===== config.mk =====
export PLATFORM = sky130hd
export DESIGN_NAME = hash_cash_ctrl
export DESIGN_NICKNAME = d
export VERILOG_FILES = /design/src/rtl/hash_cash_ctrl_pkg.sv /design/src/rtl/hash_cash_ctrl_rr_arbiter.sv /design/src/rtl/hash_cash_ctrl.sv
export SDC_FILE = /design/constraint.sdc
export NUM_CORES = 1
export LEC_CHECK = 0
export BUFFER_PORTS_ARGS = -buffer_cell sky130_fd_sc_hd__buf_2
export CAP_MARGIN = 25
export CORE_ASPECT_RATIO = 1.1
export CORE_MARGIN = 5
export CORE_UTILIZATION = 41
export DETAILED_ROUTE_END_ITERATION = 8
export PLACE_DENSITY = 0.85
export SLEW_MARGIN = 20
export SYNTH_ARGS = -nofsm -noshare
export SYNTH_HDL_FRONTEND = slang
export SYNTH_SLANG_ARGS = --single-unit

===== constraint.sdc =====
create_clock -name clk -period 4.8 [get_ports clk]
set_clock_uncertainty 0.2 [all_clocks]
set_input_delay 0.24 -clock clk [delete_from_list [all_inputs] [get_ports clk]]
set_output_delay 0.24 -clock clk [all_outputs]
set_load 0.05 [all_outputs]

===== src/rtl/hash_cash_ctrl_pkg.sv =====
// Shared types for the hash_cash sequencer: op codes, response status and FSM states.
package hash_cash_ctrl_pkg;

   typedef enum logic [1:0] {
      READ   = 2'd0,
      WRITE  = 2'd1,
      DELETE = 2'd2,
      RSVD   = 2'd3
   } op_e;

   typedef enum logic [1:0] {
      OK   = 2'd0,
      MISS = 2'd1,
      DUP  = 2'd2,
      FULL = 2'd3
   } status_e;

   typedef enum logic [2:0] {
      IDLE   = 3'd0,
      LOOKUP = 3'd1,
      EVAL   = 3'd2,
      COMMIT = 3'd3,
      RESP   = 3'd4
   } state_e;

   // Index width that stays legal for a single requester
   function automatic int unsigned idx_width(input int unsigned n);
      return (n > 1) ? $clog2(n) : 1;
   endfunction

endpackage


===== src/rtl/hash_cash_ctrl_rr_arbiter.sv =====
// Round-robin arbiter: grants the first requester at or after the pointer.
module rr_arbiter
   import hash_cash_ctrl_pkg::*;
#(
   parameter  int unsigned NUM_REQ = 2,
   localparam int unsigned IDX_W   = idx_width(NUM_REQ)
) (
   input  logic [NUM_REQ-1:0] req,
   input  logic [IDX_W-1:0]   ptr,
   input  logic               enable,
   output logic [NUM_REQ-1:0] grant,
   output logic [IDX_W-1:0]   grant_idx
);

   logic             found;
   logic [IDX_W-1:0] cand;

   always_comb begin
      grant     = '0;
      grant_idx = '0;
      found     = 1'b0;
      cand      = '0;
      for (int unsigned i = 0; i < NUM_REQ; i++) begin
         cand = IDX_W'((32'(ptr) + i) % NUM_REQ);
         if (enable && !found && req[cand]) begin
            grant[cand] = 1'b1;
            grant_idx   = cand;
            found       = 1'b1;
         end
      end
   end

endmodule


===== src/rtl/hash_cash_ctrl.sv =====
// Sequencer/arbiter sharing one hash_cash between NUM_REQ requesters (lookup, then optional commit).
// Optional hit/miss statistics counters are enabled with macro HASH_CASH_CTRL_STATS_EN.
module hash_cash_ctrl
   import hash_cash_ctrl_pkg::*;
#(
   parameter  int unsigned DATA_WIDTH = 32,
   parameter  int unsigned KEY_WIDTH  = 32,
   parameter  int unsigned MEM_SIZE   = 128,
   parameter  int unsigned NUM_REQ    = 2,
   localparam int unsigned OCC_W      = $clog2(MEM_SIZE + 1),
   localparam int unsigned IDX_W      = idx_width(NUM_REQ)
) (
   input  logic                                 clk,
   input  logic                                 reset,
   input  logic [NUM_REQ-1:0]                   req_valid,
   output logic [NUM_REQ-1:0]                   req_ready,
   input  logic [NUM_REQ-1:0][1:0]              req_op,
   input  logic [NUM_REQ-1:0][KEY_WIDTH-1:0]    req_key,
   input  logic [NUM_REQ-1:0][DATA_WIDTH-1:0]   req_data,
   output logic [NUM_REQ-1:0]                   resp_valid,
   output logic [1:0]                           resp_status,
   output logic [DATA_WIDTH-1:0]                resp_data,
   output logic [OCC_W-1:0]                     occupancy,
   output logic                                 cache_cs,
   output logic                                 cache_we,
   output logic                                 cache_read_en,
   output logic                                 cache_del,
   output logic [KEY_WIDTH-1:0]                 cache_key_write,
   output logic [KEY_WIDTH-1:0]                 cache_key_read,
   output logic [DATA_WIDTH-1:0]                cache_data_in,
   input  logic [DATA_WIDTH-1:0]                cache_data_out,
   input  logic                                 cache_valid,
   input  logic [1:0]                           cache_error
`ifdef HASH_CASH_CTRL_STATS_EN
   ,
   input  logic                                 stat_clear,
   output logic [31:0]                          stat_hits,
   output logic [31:0]                          stat_misses
`endif
);

   state_e                state;
   op_e                   op;
   logic [DATA_WIDTH-1:0] data;
   logic [IDX_W-1:0]      owner;
   logic [IDX_W-1:0]      ptr;
   logic [NUM_REQ-1:0]    grant;
   logic [IDX_W-1:0]      gidx;
   logic                  full;
   logic                  unused;

   assign unused = cache_error[1];
   assign full   = (occupancy == OCC_W'(MEM_SIZE));

   rr_arbiter #(.NUM_REQ(NUM_REQ)) u_arb (
      .req       (req_valid),
      .ptr       (ptr),
      .enable    ((state == IDLE) && !reset),
      .grant     (grant),
      .grant_idx (gidx)
   );

   assign req_ready = grant;

   // Transaction sequencer; all cache controls and responses are registered
   always_ff @(posedge clk or posedge reset) begin
      if (reset) begin
         state           <= IDLE;
         op              <= READ;
         data            <= '0;
         owner           <= '0;
         ptr             <= '0;
         occupancy       <= '0;
         resp_valid      <= '0;
         resp_status     <= '0;
         resp_data       <= '0;
         cache_cs        <= 1'b0;
         cache_we        <= 1'b0;
         cache_read_en   <= 1'b0;
         cache_del       <= 1'b0;
         cache_key_write <= '0;
         cache_key_read  <= '0;
         cache_data_in   <= '0;
      end else begin
         case (state)
            IDLE: begin
               if (|grant) begin
                  op              <= op_e'(req_op[gidx]);
                  data            <= req_data[gidx];
                  owner           <= gidx;
                  ptr             <= (gidx == IDX_W'(NUM_REQ - 1)) ? '0 : gidx + IDX_W'(1);
                  cache_cs        <= 1'b1;
                  cache_read_en   <= 1'b1;
                  cache_key_read  <= req_key[gidx];
                  cache_key_write <= req_key[gidx];
                  state           <= LOOKUP;
               end
            end
            LOOKUP: begin
               cache_cs      <= 1'b0;
               cache_read_en <= 1'b0;
               state         <= EVAL;
            end
            EVAL: begin
               // Default: answer directly; commit paths override below
               state      <= RESP;
               resp_valid <= NUM_REQ'(1) << owner;
               case (op)
                  WRITE: begin
                     if (cache_valid) begin
                        resp_status <= DUP;
                     end else if (full) begin
                        resp_status <= FULL;
                     end else begin
                        resp_valid    <= '0;
                        cache_cs      <= 1'b1;
                        cache_we      <= 1'b1;
                        cache_data_in <= data;
                        state         <= COMMIT;
                     end
                  end
                  DELETE: begin
                     if (cache_valid) begin
                        resp_valid <= '0;
                        cache_cs   <= 1'b1;
                        cache_del  <= 1'b1;
                        state      <= COMMIT;
                     end else begin
                        resp_status <= MISS;
                     end
                  end
                  default: begin
                     resp_status <= cache_valid ? OK : MISS;
                     resp_data   <= cache_valid ? cache_data_out : '0;
                  end
               endcase
            end
            COMMIT: begin
               cache_cs      <= 1'b0;
               cache_we      <= 1'b0;
               cache_del     <= 1'b0;
               cache_data_in <= '0;
               resp_valid    <= NUM_REQ'(1) << owner;
               state         <= RESP;
               if (op == WRITE) begin
                  if (cache_error[0]) begin
                     resp_status <= DUP;
                  end else begin
                     resp_status <= OK;
                     if (!full) occupancy <= occupancy + OCC_W'(1);
                  end
               end else begin
                  resp_status <= OK;
                  if (occupancy != '0) occupancy <= occupancy - OCC_W'(1);
               end
            end
            RESP: begin
               resp_valid      <= '0;
               resp_status     <= '0;
               resp_data       <= '0;
               cache_key_read  <= '0;
               cache_key_write <= '0;
               state           <= IDLE;
            end
            default: state <= IDLE;
         endcase
      end
   end

`ifdef HASH_CASH_CTRL_STATS_EN
   // Saturating lookup hit/miss counters; clear beats a same-cycle increment
   always_ff @(posedge clk or posedge reset) begin
      if (reset) begin
         stat_hits   <= '0;
         stat_misses <= '0;
      end else if (stat_clear) begin
         stat_hits   <= '0;
         stat_misses <= '0;
      end else if (state == EVAL) begin
         if (cache_valid) begin
            if (stat_hits != '1) stat_hits <= stat_hits + 32'd1;
         end else begin
            if (stat_misses != '1) stat_misses <= stat_misses + 32'd1;
         end
      end
   end
`endif

endmodule


Word level (Yosys, flattened, before mapping)

Index checks and enable logic that the tools add are counted.

Bits of input ports: 171
Output and inout port bits: 146
Register bits: 151
Logic and storage cells: 140

Bitwise logic cells: 1
Shift operators: 1
Muxes and demuxes: 63
Magnitude comparators: 5
Equal/unequal tests: 22
Reduce and logical (&&, ||, !) cells: 29
$add $sub $neg: 4

Operators with widths:

| operator                                                              | number |
|---|---|
| 32-bit two-way mux                                                    | 10 |
| 32-bit one-hot mux with 2 select lines                                | 3 |
| 8-bit two-way mux                                                     | 4 |
| 2-bit two-way mux                                                     | 12 |
| 1-bit two-way mux                                                     | 17 |
| 2-bit != test, second input constant                                  | 8 |
| 3-bit != test, second input constant                                  | 5 |
| 3-bit two-way mux                                                     | 4 |
| 2-bit one-hot mux with 3 select lines                                 | 2 |
| 3-bit one-hot mux with 4 select lines                                 | 1 |
| 2-bit nonzero test                                                    | 5 |
| 8-bit by 1-bit adder with 8-bit output, second input constant         | 1 |
| 8-bit equality test, second input constant                            | 1 |
| 1-bit one-hot mux with 2 select lines                                 | 4 |
| 2-bit one-hot mux with 2 select lines                                 | 2 |
| 2-bit AND reduction                                                   | 4 |
| 4-bit AND reduction                                                   | 2 |
| 8-bit nonzero test                                                    | 1 |
| 8-bit by 1-bit subtractor with 8-bit output, second input constant    | 1 |
| 3-bit by 2-bit equality test with 1-bit output, second input constant | 2 |
| 1-bit logical AND                                                     | 6 |
| 1-bit by 2-bit < comparator with 1-bit output, second input constant  | 3 |
| 3-bit one-hot mux with 2 select lines                                 | 1 |
| 3-bit AND reduction                                                   | 2 |
| other kinds (17)                                                      | 24 |

Longest topological paths before layout

Gate-level depths: netlist (run 1).

Depth after elaboration: 12
Gate-level depth with buffers: 9
Gate-level depth less buffers: 9

Cells and area by module

From an unflattened synthesis (run 1), not the netlist that was laid out.

Cells, all modules: 689
Area total of the unflattened synthesis: 7,343.3 um2

By module, submodules not included:

| module         | seq. area each (um2) | instances | cells an instance | area an instance (um2) |
|---|---|---|---|---|
| hash_cash_ctrl | 3,778.6              | 1         | 683               | 7,317.0 |
| rr_arbiter     | 0.0                  | 1         | 6                 | 26.3 |

Worst setup path before layout (run 1)

No wires, ideal clock.

Path type: reg2reg
Start point: register op[1]
End point: register occupancy[7]
Required time: 4.458 ns
Buffers on the path: 0
Period minus slack after synthesis: 2.534 ns
Setup slack: 2.266 ns
Cell stages (with the launch flop): 10
Setup time: 0.142 ns
Data arrival time: 2.192 ns
Cells stage by stage: dfrtp_1 inv_1 ha_1 inv_1 ha_1 nand2_1 or3_4 o2bb2ai_1 or3_1 xnor2_1

Word-level cells in the longest chain between the ends: 3
Elaborated cells between the ends (all ways): 6
Those cells by class: eq/ne (3); mux (1); reduce/logical (2)

RTL lines:

| item                                                                        | line                  | source |
|---|---|---|
| from (decl)                                                                 | hash_cash_ctrl.sv:43  | `op_e op;` |
| from (signal assigned)                                                      | hash_cash_ctrl.sv:88  | `op <= op_e'(req_op[gidx]);` |
| 2-bit by 1-bit equality test with 1-bit output (*)                          | hash_cash_ctrl.sv:145 | `if (op == WRITE) begin` |
| 2-bit != test (no source line) / 2-bit nonzero test (equally long branches) | -                     |  |
| 4-bit AND reduction (no source line)                                        | -                     |  |
| to (signal assigned)                                                        | hash_cash_ctrl.sv:150 | `if (!full) occupancy <= occupancy + OCC_W'(1);` |
| to (signal assigned)                                                        | hash_cash_ctrl.sv:154 | `if (occupancy != '0) occupancy <= occupancy - OCC_W'(1);` |
| to (decl)                                                                   | hash_cash_ctrl.sv:23  | `output logic [OCC_W-1:0] occupancy,` |

Mark *: on every way between the ends. The rest lies on a longest branch, timed or not.
A chain may end at the register's enable or synchronous reset.

Worst setup path in the final report (run 1)

Start point: register state[0]
End point: register data[6]

Word-level cells in the longest chain between the ends: 10
Elaborated cells between the ends (all ways): 16
Those cells by class: mux (7); bitwise (1); reduce/logical (8)

RTL lines:

| item                                                                                   | line                                       | source |
|---|---|---|
| from (decl)                                                                            | hash_cash_ctrl.sv:42                       | `state_e state;` |
| from (signal assigned)                                                                 | hash_cash_ctrl.sv:68                       | `state <= IDLE;` |
| from (signal assigned)                                                                 | hash_cash_ctrl.sv:96                       | `state <= LOOKUP;` |
| from (signal assigned)                                                                 | hash_cash_ctrl.sv:102                      | `state <= EVAL;` |
| 3-bit zero test (*)                                                                    | hash_cash_ctrl.sv:58, hash_cash_ctrl.sv:85 |  |
| 1-bit logical AND                                                                      | hash_cash_ctrl.sv:58                       | `.enable ((state == IDLE) && !reset),` |
| 1-bit logical AND                                                                      | hash_cash_ctrl_rr_arbiter.sv:25            | `if (enable && !found && req[cand]) begin` |
| 1-bit two-way mux                                                                      | hash_cash_ctrl_rr_arbiter.sv:25            |  |
| 1-bit zero test                                                                        | hash_cash_ctrl_rr_arbiter.sv:25            |  |
| 1-bit logical AND (2 in a row)                                                         | hash_cash_ctrl_rr_arbiter.sv:25            |  |
| 1-bit two-way mux / 2-bit two-way mux (equally long branches)                          | hash_cash_ctrl_rr_arbiter.sv:25            |  |
| 32-bit two-way mux (implied by the code) / 2-bit OR reduction (equally long branches)  | hash_cash_ctrl.sv:89, hash_cash_ctrl.sv:87 |  |
| 32-bit two-way mux (implied by the code) / 2-bit AND reduction (equally long branches) | -                                          |  |
| to (signal assigned)                                                                   | hash_cash_ctrl.sv:89                       | `data <= req_data[gidx];` |
| to (decl)                                                                              | hash_cash_ctrl.sv:44                       | `logic [DATA_WIDTH-1:0] data;` |

Mark *: on every way between the ends. The rest lies on a longest branch, timed or not. The select of a mux whose other input is x is not followed.

==> impl_metrics.json, run 1 <==
{
  "status": "complete, no violations",
  "slew_headroom": 0.337,
  "syn-num-nets": 815,
  "worst_slew_pin_slew_ns": 0.994,
  "cts_tree": "built",
  "vias_per_cell": 5.34,
  "crit_fanout": 37,
  "crit_arrival_ns": 3.38,
  "routedWlPerCell_um": 18.5,
  "gp_congestion": 0.843,
  "antenna_found_initial": 5,
  "drc": 0,
  "gr-total-overflow": 0,
  "grt_max_degree": 117,
  "fmaxAchievable_mhz": 309,
  "synth_cells": 635,
  "drive_gt1_frac": 0.345,
  "grt_pass1_vias": 7275,
  "layout_common_cells": "315 x buf_2, 166 x dlygate4sd3_1, 151 x dfrtp_1",
  "rrSetupSlack_ns": 1.57,
  "rsz0062_at_grt": "false",
  "clkTransAtPathRegs_ns": 0.06,
  "synthDistinctLibCells": 48,
  "final_common_cell": "buf_2",
  "routed-via-count": 6893,
  "cts_root_buf": "clkbuf_16",
  "routed_wl_um": 23900,
  "maxCapViolCount": 0,
  "synth.avg_cell_area_um2": 10.8,
  "final_max_slew_viol_count": 0,
  "criticalPathCategory": "flop to flop",
  "cts-resized-gates": 0,
  "ctsHtreeMaxLevel": 4,
  "area_growth_pct": 54.2,
  "synth_ff_type": "dfrtp_1",
  "rows": 49,
  "clockBufferDepth": 2,
  "period_share": 0.673,
  "cp-end-kind": "flop",
  "hold_violations": 0,
  "coreArea_um2": 16400,
  "yosysSeqAreaShare": 0.552,
  "grtUsageTotal": 0.242,
  "drt_first_pass_iters": 5,
  "startpoint_type": "flop",
  "dr.first_iter.drc_count": 337,
  "grt_pass1_wl_um": 37800,
  "initial_core_util": 0.418,
  "dieArea_um2": 19400,
  "synth_area_um2": 6850,
  "io_buffers": 315,
  "peakVddDrop_v": 0.000640,
  "synth_edf_count": 0,
  "layout.nets": 1251,
  "io_pins": 317,
  "clk_latency_ns": 0.42,
  "yosys_warnings": 0,
  "die_h_um": 146,
  "fin_crit_ns": 3.23,
  "dp_hpwl_um": 14100,
  "cts_made_buffers": 17,
  "p_per_area_nw_per_um2": 757,
  "fin_util": 0.645,
  "finalSetupViolCount": 0,
  "cts_sinks": 151,
  "dieWidth_um": 133,
  "p_leak_nw": 5.48,
  "ys_seq_elements": 151,
  "min_path_type": "primary input to flop",
  "cp.required_ns": 4.95,
  "synthArstFlopShare": 1.00,
  "detail-route-antenna-nets": 0,
  "fin_setup_tns_ns": 0
}
==> final cells by class <==
type                    instances  area [um2]
repair buffers                490        3310
flip-flops and latches        151        3780
multi-input cells             402        2580
diodes                          4        10.0
fillers                      1220        5810
well taps                     204         255
inverters                       9        41.3
clock buffers                  17         425
clock inverters                15         166
==> worst max-delay path, stage by stage (launching register included) <==
cell	delay (ns)
dfrtp_1	0.64
nor4_4	0.47
o21a_2	0.53
buf_4	0.44
nor2_1	0.09
a31oi_1	0.18
dlygate4sd3_1	0.59
==> logic make-up after synthesis <==
group                    after synthesis  synth area share
multiplexers                          35            0.0515
AND/OR/NAND/NOR                      174             0.115
XOR/XNOR                               7           0.00895
AO/OA/AOI/OAI                        177             0.180
flip-flops                           151             0.552
adder cells (fa/ha/maj)                9            0.0175
buffers and inverters                 82            0.0753
==> cell usage after synthesis (2+ instances only) <==
library cell  number  share of area
nand3_1            2         0.0015
a21oi_2            2         0.0026
nor4_4             2         0.0062
buf_4             38          0.042
nor3_1             3         0.0022
buf_2             22          0.016
xor2_1             2         0.0026
nor2_1            52          0.029
a22o_1            64          0.082
nand2_1           95          0.052
nand2b_1           4         0.0037
a21oi_1           13         0.0095
mux2i_1           33          0.048
o211ai_1           2         0.0022
ha_1               8          0.015
clkbuf_1           8         0.0044
dfrtp_1          151           0.55
buf_6              5         0.0082
nor2b_1            4         0.0037
and2_1             2         0.0018
a31oi_1           25          0.023
xnor2_1            5         0.0064
o21a_1             5         0.0055
inv_1              8         0.0044
o21ai_0           40          0.029
a211oi_1           3         0.0033
o22ai_1           10         0.0091
o21ai_1            6         0.0044
o21bai_1           2         0.0022
==> report_power, final <==
group | internal [mW] | switching (mW) | total (mW)
Sequential | 1.82 | 0.434 | 2.25
Combinational | 1.38 | 3.02 | 4.40
Clock | 0.778 | 0.567 | 1.34
==> state kept, by name, summed over array words and instances, names as in the netlist, 3 cells and up <==
name,cells
occupancy,8
state,3
cache_data_in,32
cache_key_read,32
resp_data,32
data,32
==> through the flow <==
stage,cells,setup slack (ns),total power [mW],hold slack [ns],cell area (um2)
floorplan,635,0.295,5.42,0.173,6850
global placement,1090,2.05,6.14,0.257,8290
detailed placement,1090,2.02,6.23,0.262,8290
CTS,1288,1.64,7.95,0.00749,10500
global route,1292,1.43,8.41,0.0318,10600
finish,1292,1.57,8.00,0.0264,10600
==> routing by layer <==
layer  track usage  part of all wire  up-vias
met5             0           0.00054        -
met4         0.128             0.043        2
met3        0.0657             0.070       77
met2         0.404              0.51      369
met1         0.284              0.38     3361
li1              -                 -     3084
==> path summary, 6_finish.rpt <==
kind                                    from           endpoint  depth (start not counted)
min in group asynchronous              reset           state[0]                          3
max in group asynchronous              reset           data[30]                          4
min reg2reg                cache_data_in[12]  cache_data_in[12]                          1
max                                 state[0]            data[6]                          6
min                             req_valid[0]      cache_read_en                          3
max reg2reg                         state[0]            data[6]                          6
==> timing repair <==
action,CTS,global route
endpoints found under the hold margin,214,0
setup buffers,0,0
hold buffers,166,0
(Power assumes the default switching activity.)
==> run 2: changes to the inputs <==
- ABC_AREA: not set -> 1
- PLACE_DENSITY: 0.85 -> 0.82
- clock period: 4.8 -> 3.1 ns (I/O delays scaled with it)
==> run 2 against run 1 <==
  * Final area grew 4.8%
  * Fmax rose by 18%
  * Routed wire length increased by 9.9%
  * Global-route usage grew 1.3 points
  * Register-to-register slack got worse by 1.2 ns
  * Clock power grew 60%
  * Via count grew 16%
==> impl_metrics.json, run 2 <==
{
  "synthTopCellsByArea": "dfrtp_1 52%, nand3_1 10%, o21ai_1 5.8%",
  "cp-end-kind": "flop",
  "die_h_um": 150,
  "synthDistinctLibCells": 31,
  "synth_cells": 842,
  "dr.first_iter.drc_count": 471,
  "worst_slew_pin_slew_ns": 0.959,
  "synth_edf_count": 0,
  "antenna_found_initial": 1,
  "fin_util": 0.628,
  "vias_per_cell": 5.26,
  "routedWlPerCell_um": 17.2,
  "fin_crit_ns": 2.73,
  "gr-total-overflow": 0,
  "period_share": 0.881,
  "setup_ws_ns": 0.369,
  "yosysSeqAreaShare": 0.519,
  "synth.top_cell.area_share": 0.519,
  "synth.cells.most_frequent": "151 x dfrtp_1, 146 x nand3_1, 99 x nand2_1",
  "ctsHtreeMaxLevel": 4,
  "dieArea_um2": 20500,
  "cts_made_buffers": 17,
  "status": "complete, no violations",
  "placedCellCount": 1320,
  "maxCapViolCount": 0,
  "crit_fanout": 61,
  "synthArstFlopShare": 1.00,
  "globalRouteMet1Util": 0.272,
  "drc": 0,
  "detail-route-antenna-nets": 0,
  "clockBufferDepth": 2,
  "synth.avg_cell_area_um2": 8.64,
  "grt_max_degree": 152,
  "synth_most_common_cell": "dfrtp_1",
  "crit_arrival_ns": 2.89,
  "clkTransAtPathRegs_ns": 0.07,
  "cts_setup_buffers": 0,
  "rows": 51,
  "peakVddDrop_v": 0.000738,
  "io_pins": 317,
  "clk_latency_ns": 0.42,
  "final_common_cell": "buf_2",
  "fin_setup_tns_ns": 0,
  "drt_first_pass_iters": 5,
  "final_max_slew_viol_count": 0,
  "layout.cells.non_filler": 1522,
  "io_buffers": 315,
  "synth_ff_type": "dfrtp_1",
  "met2_usage": 0.446,
  "dieWidth_um": 137,
  "coreArea_um2": 17600,
  "top_usage_layer": "met2",
  "p_per_area_nw_per_um2": 1160,
  "synth_area_um2": 7280,
  "yosys_warnings": 0,
  "dp_slack_ns": 0.629,
  "p_leak_nw": 5.81,
  "ys_seq_elements": 151,
  "grt_pass1_vias": 8520,
  "hold_violations": 0,
  "routed-via-count": 8007,
  "slew_headroom": 0.360,
  "grt_pass1_wl_um": 41600,
  "min_path_type": "primary input to flop",
  "syn-num-nets": 1022,
  "routed_wl_um": 26200,
  "drive_gt1_frac": 0.306,
  "cp.required_ns": 3.26,
  "fmaxAchievable_mhz": 366,
  "startpoint_type": "flop",
  "criticalPathCategory": "flop to flop",
  "cts_sinks": 151,
  "finalSetupViolCount": 0,
  "dp_hpwl_um": 15100,
  "layout_common_cells": "315 x buf_2, 168 x dlygate4sd3_1, 151 x dfrtp_1",
  "rsz0062_at_grt": "false",
  "cts_tree": "built",
  "gp_congestion": 0.847,
  "fill_cells": 1359,
  "layout.nets": 1449,
  "initial_core_util": 0.413,
  "grtUsageTotal": 0.254,
  "grtUsageMet3": 0.0709,
  "synth_largest_area_cell": "dfrtp_1",
  "cts_root_buf": "clkbuf_16",
  "area_growth_pct": 52.1
}
run 2: cell count changes after synthesis, moves of 5 or more:
cell,before,now
nand3_1,2,146
o21ai_1,6,85
a22o_1,64,0
inv_1,8,57
mux2i_1,33,0
nor2_1,52,85
a31oi_1,25,2
clkbuf_1,8,24
o22ai_2,0,14
o22ai_1,10,21
nor2_2,0,6
o21ai_0,40,46
buf_2,22,17
nand4_1,0,5
run 2: final timing paths:
| kind | startpoint | to | slack [ns] | cells after the start |
|---|---|---|---|---|
| worst max-delay path | state[2] | data[19] | 0.37 | 9 |
| worst min-delay path | cache_valid | resp_data[0] | 0.14 | 3 |
| worst max register to register | state[2] | data[19] | 0.37 | 9 |
| worst min register to register | resp_status[0] | resp_status[0] | 0.28 | 2 |
| max in group asynchronous | reset | cache_data_in[18] | 1.71 | 4 |
| min in group asynchronous | reset | ptr | 0.35 | 4 |
run 2: cell type report:
class	count	area (um2)	area share
inverters	61	233	0.0210
repair buffers	495	3390	0.306
diodes	2	5.00	0.000452
flip-flops and latches	151	3780	0.341
well taps	238	298	0.0269
clock buffers	17	425	0.0384
clock inverters	15	186	0.0168
multi-input cells	543	2760	0.249
run 2: per-stage QoR:
stage | power, mW | hold slack [ns] | instance area, um2
2_1_floorplan | 8.44 | 0.100 | 7280
3_3_place_gp | 9.56 | 0.189 | 8770
3_5_place_dp | 9.72 | 0.199 | 8770
4_1_cts | 12.7 | 0.0952 | 11100
5_1_grt | 13.6 | 0.138 | 11100
6_report | 12.9 | 0.138 | 11100
run 2: timing repair:
action	CTS	global route
endpoints found under the hold margin	251	0
resized for setup	0	0
hold buffers	168	0
run 2: where the power goes:
group,switching (mW),leakage (nW),internal (mW)
clock,0.926,0.294,1.22
combinational,5.08,3.56,2.33
sequential,0.522,1.96,2.78
total,6.52,5.81,6.33
run 2: per-layer routing:
metal  up-vias  share of wire
li1       3662              -
met1      3757           0.36
met2       484           0.50
met3       104          0.088
met4         0          0.049
met5         -              0
run 2: worst max-delay path, cell delays in order, from the launching register on:
cell	delay [ns]
dfrtp_1	0.44
nor2_2	0.16
nand2_2	0.10
nor2_4	0.12
nand2_2	0.07
inv_2	0.05
buf_4	0.44
o21ai_1	0.22
o22ai_1	0.23
dlygate4sd3_1	0.59
run 2: cell families after synthesis:
kind of cell	Yosys count	share of synthesized area
xor+xnor	4	0.00481
flops	151	0.519
simple gates	349	0.212
buf+inv	148	0.103
compound gates	181	0.144
fa+ha+maj	9	0.0165
==> run 3: changes to the inputs <==
- PLACE_DENSITY: 0.82 -> 0.78
- SYNTH_HIERARCHICAL: not set -> 1
==> run 3 against run 2 <==
  * Non-clock buffer count did not move
  * Sequential power is 9.1% higher
  * Combinational power is 9.7% higher
  * Critical path depth increased by 1
  * Sequential share of layout area down 0.27 points
  * Synthesized cell count unchanged
  * Setup slack lost 0.14 ns
  * Final cell count rose by 0.59%
  * Critical path type unchanged
  * Critical endpoint is now data[4]
==> impl_metrics.json, run 3 <==
{
  "status": "complete, no violations",
  "rsz0062_at_grt": "false",
  "grt_max_degree": 78,
  "period_share": 0.927,
  "seq_area_um2": 3780,
  "die_h_um": 150,
  "yosys_warnings": 6,
  "setup_ws_ns": 0.227,
  "cts_root_buf": "clkbuf_16",
  "gp_congestion": 0.850,
  "crit_arrival_ns": 3.02,
  "routed-via-count": 7811,
  "dieArea_um2": 20700,
  "clk_latency_ns": 0.41,
  "drt_first_pass_iters": 5,
  "cts_made_buffers": 17,
  "gr-total-overflow": 0,
  "p_seq_frac": 0.261,
  "routed_wl_um": 26400,
  "p_per_area_nw_per_um2": 1240,
  "finalSetupViolCount": 0,
  "hold_depth": 6,
  "io_pins": 317,
  "fin_setup_tns_ns": 0,
  "synth_edf_count": 0,
  "crit_fanout": 44,
  "io_buffers": 315,
  "clockBufferDepth": 2,
  "multi_input_comb_area_um2": 2830,
  "hold_slack_ns": 0.0342,
  "slew_headroom": 0.327,
  "synth_largest_area_cell": "dfrtp_1",
  "p_clk_frac": 0.149,
  "antenna_found_initial": 3,
  "vias_per_cell": 5.10,
  "cp.required_ns": 3.25,
  "synth_most_common_cell": "nand2_1",
  "final_common_cell": "buf_2",
  "dp_slack_ns": 0.611,
  "cts_setup_buffers": 0,
  "drive_gt1_frac": 0.297,
  "cts_tree": "built",
  "criticalPathCategory": "flop to flop",
  "hold_violations": 0,
  "synthArstFlopShare": 1.00,
  "dp_hpwl_um": 15900,
  "min_path_type": "primary input to flop",
  "grtUsageTotal": 0.246,
  "grt_pass1_wl_um": 39800,
  "grt_pass1_vias": 8042,
  "synth_cells": 842,
  "peakVddDrop_v": 0.000826,
  "pwr-share-comb": 0.589,
  "synth.top_cell.area_share": 0.515,
  "synthDistinctLibCells": 31,
  "layout_common_cells": "315 x buf_2, 173 x nand2_1, 165 x dlygate4sd3_1",
  "drc": 0,
  "switching_power_mw": 7.35,
  "synth_ff_type": "dfrtp_1",
  "power.share.switching": 0.533,
  "synth.cells.most_frequent": "173 x nand2_1, 151 x dfrtp_1, 107 x nand3_1",
  "rows": 51,
  "dieWidth_um": 138,
  "area_growth_pct": 52.0,
  "p_int_mw": 6.43,
  "layout.nets": 1456,
  "cp-end-kind": "flop",
  "worst_slew_pin_slew_ns": 1.01,
  "coreArea_um2": 17700,
  "detail-route-antenna-nets": 0,
  "ctsHtreeMaxLevel": 4,
  "cts_sinks": 151,
  "fill_cells": 1365,
  "synth.avg_cell_area_um2": 8.72,
  "startpoint_type": "flop",
  "p_leak_nw": 5.97,
  "final_max_slew_viol_count": 0,
  "synth_area_um2": 7340,
  "maxCapViolCount": 0,
  "fmaxAchievable_mhz": 348,
  "clkTransAtPathRegs_ns": 0.06,
  "yosysSeqAreaShare": 0.515,
  "initial_core_util": 0.415,
  "routedWlPerCell_um": 17.2,
  "r2r_cells": 10,
  "dr.first_iter.drc_count": 469,
  "synthTopCellsByArea": "dfrtp_1 51%, nand2_1 8.8%, nand3_1 7.3%",
  "ys_seq_elements": 151,
  "fin_crit_ns": 2.87,
  "syn-num-nets": 1022
}
## run 3: changes by cell type in the layout (fill, tap and decap cells not counted), moves of 3 or more
cell           delta
dlygate4sd3_1     -3
o31ai_1          +34
o22ai_2          -14
nand3_1          -38
inv_8             -3
mux2i_1          +32
o21ai_1          -53
o22ai_1          -21
nor2_1            -6
o21ai_0           -6
nand2_1          +74
inv_1             +4
## run 3: metal layers
layer / track usage / part of all wire / vias to the layer above
met5: 0 / 0 / -
met4: 0.132 / 0.043 / 0
met3: 0.0568 / 0.084 / 79
li1: - / - / 3618
met2: 0.429 / 0.49 / 441
met1: 0.275 / 0.38 / 3673
## run 3: worst paths after layout
path / to / slack, ns / startpoint
max in group asynchronous: resp_data[27] / 1.64 / reset
hold reg to reg: cache_we / 0.28 / cache_we
hold / removal: occupancy[4] / 0.03 / cache_error[0]
min in group asynchronous: data[3] / 0.13 / reset
setup / recovery: data[4] / 0.23 / state[1]
setup reg to reg: data[4] / 0.23 / state[1]
## run 3: cell families (layout without fill, tap and decap cells)
| kind of cell | Yosys count | in the layout | share of synthesized area |
|---|---|---|---|
| AO/OA/AOI/OAI | 121 | 121 | 0.0963 |
| flip-flops | 151 | 151 | 0.515 |
| other | 0 | 4 | 0 |
| buffers and inverters | 147 | 594 | 0.104 |
| XOR/XNOR | 4 | 4 | 0.00477 |
| adder cells (fa/ha/maj) | 9 | 9 | 0.0164 |
| multiplexers | 32 | 32 | 0.0436 |
| AND/OR/NAND/NOR | 378 | 378 | 0.220 |
## run 3: power by group through the flow
stage	Clock [mW]	Sequential, mW	Combinational (mW)
2_1_floorplan	0	5.95	3.52
3_3_place_gp	0	3.54	7.24
3_5_place_dp	0	3.56	7.36
4_1_cts	2.09	3.55	7.95
5_1_grt	2.19	3.70	8.67
6_report	2.06	3.60	8.12
## run 3: final cells by class
type / instances / area share
diodes: 4 / 0.000897
clock buffers: 19 / 0.0388
clock inverters: 13 / 0.0130
inverters: 67 / 0.0231
multi-input cells: 544 / 0.254
flip-flops and latches: 151 / 0.339
well taps: 238 / 0.0267
repair buffers: 495 / 0.305
## run 3: stage by stage
step | total power [mW] | cells | area (um2) | utilization
after global placement | 10.8 | 1329 | 8870 | 0.502
final | 13.8 | 1531 | 11200 | 0.631
after detailed placement | 10.9 | 1329 | 8870 | 0.502
after CTS | 13.6 | 1526 | 11100 | 0.628
after floorplan | 9.47 | 842 | 7340 | -
after global routing | 14.6 | 1529 | 11100 | 0.631
## run 3: repair_timing
item                                    CTS  global route
gates resized for setup                   0             3
hold buffers                            165             0
endpoints found under the setup margin    0            16
hold endpoints to repair                172             0
## run 3: critical path: stages, from the launching register on
cell and delay (ns):
dfrtp_1 0.42, inv_2 0.10, nand2_2 0.10, nor3_2 0.15, nand2_1 0.13, a21oi_1 0.16
or2_2 0.20, nand2_8 0.20, buf_16 0.27, o31ai_1 0.25, dlygate4sd3_1 0.60
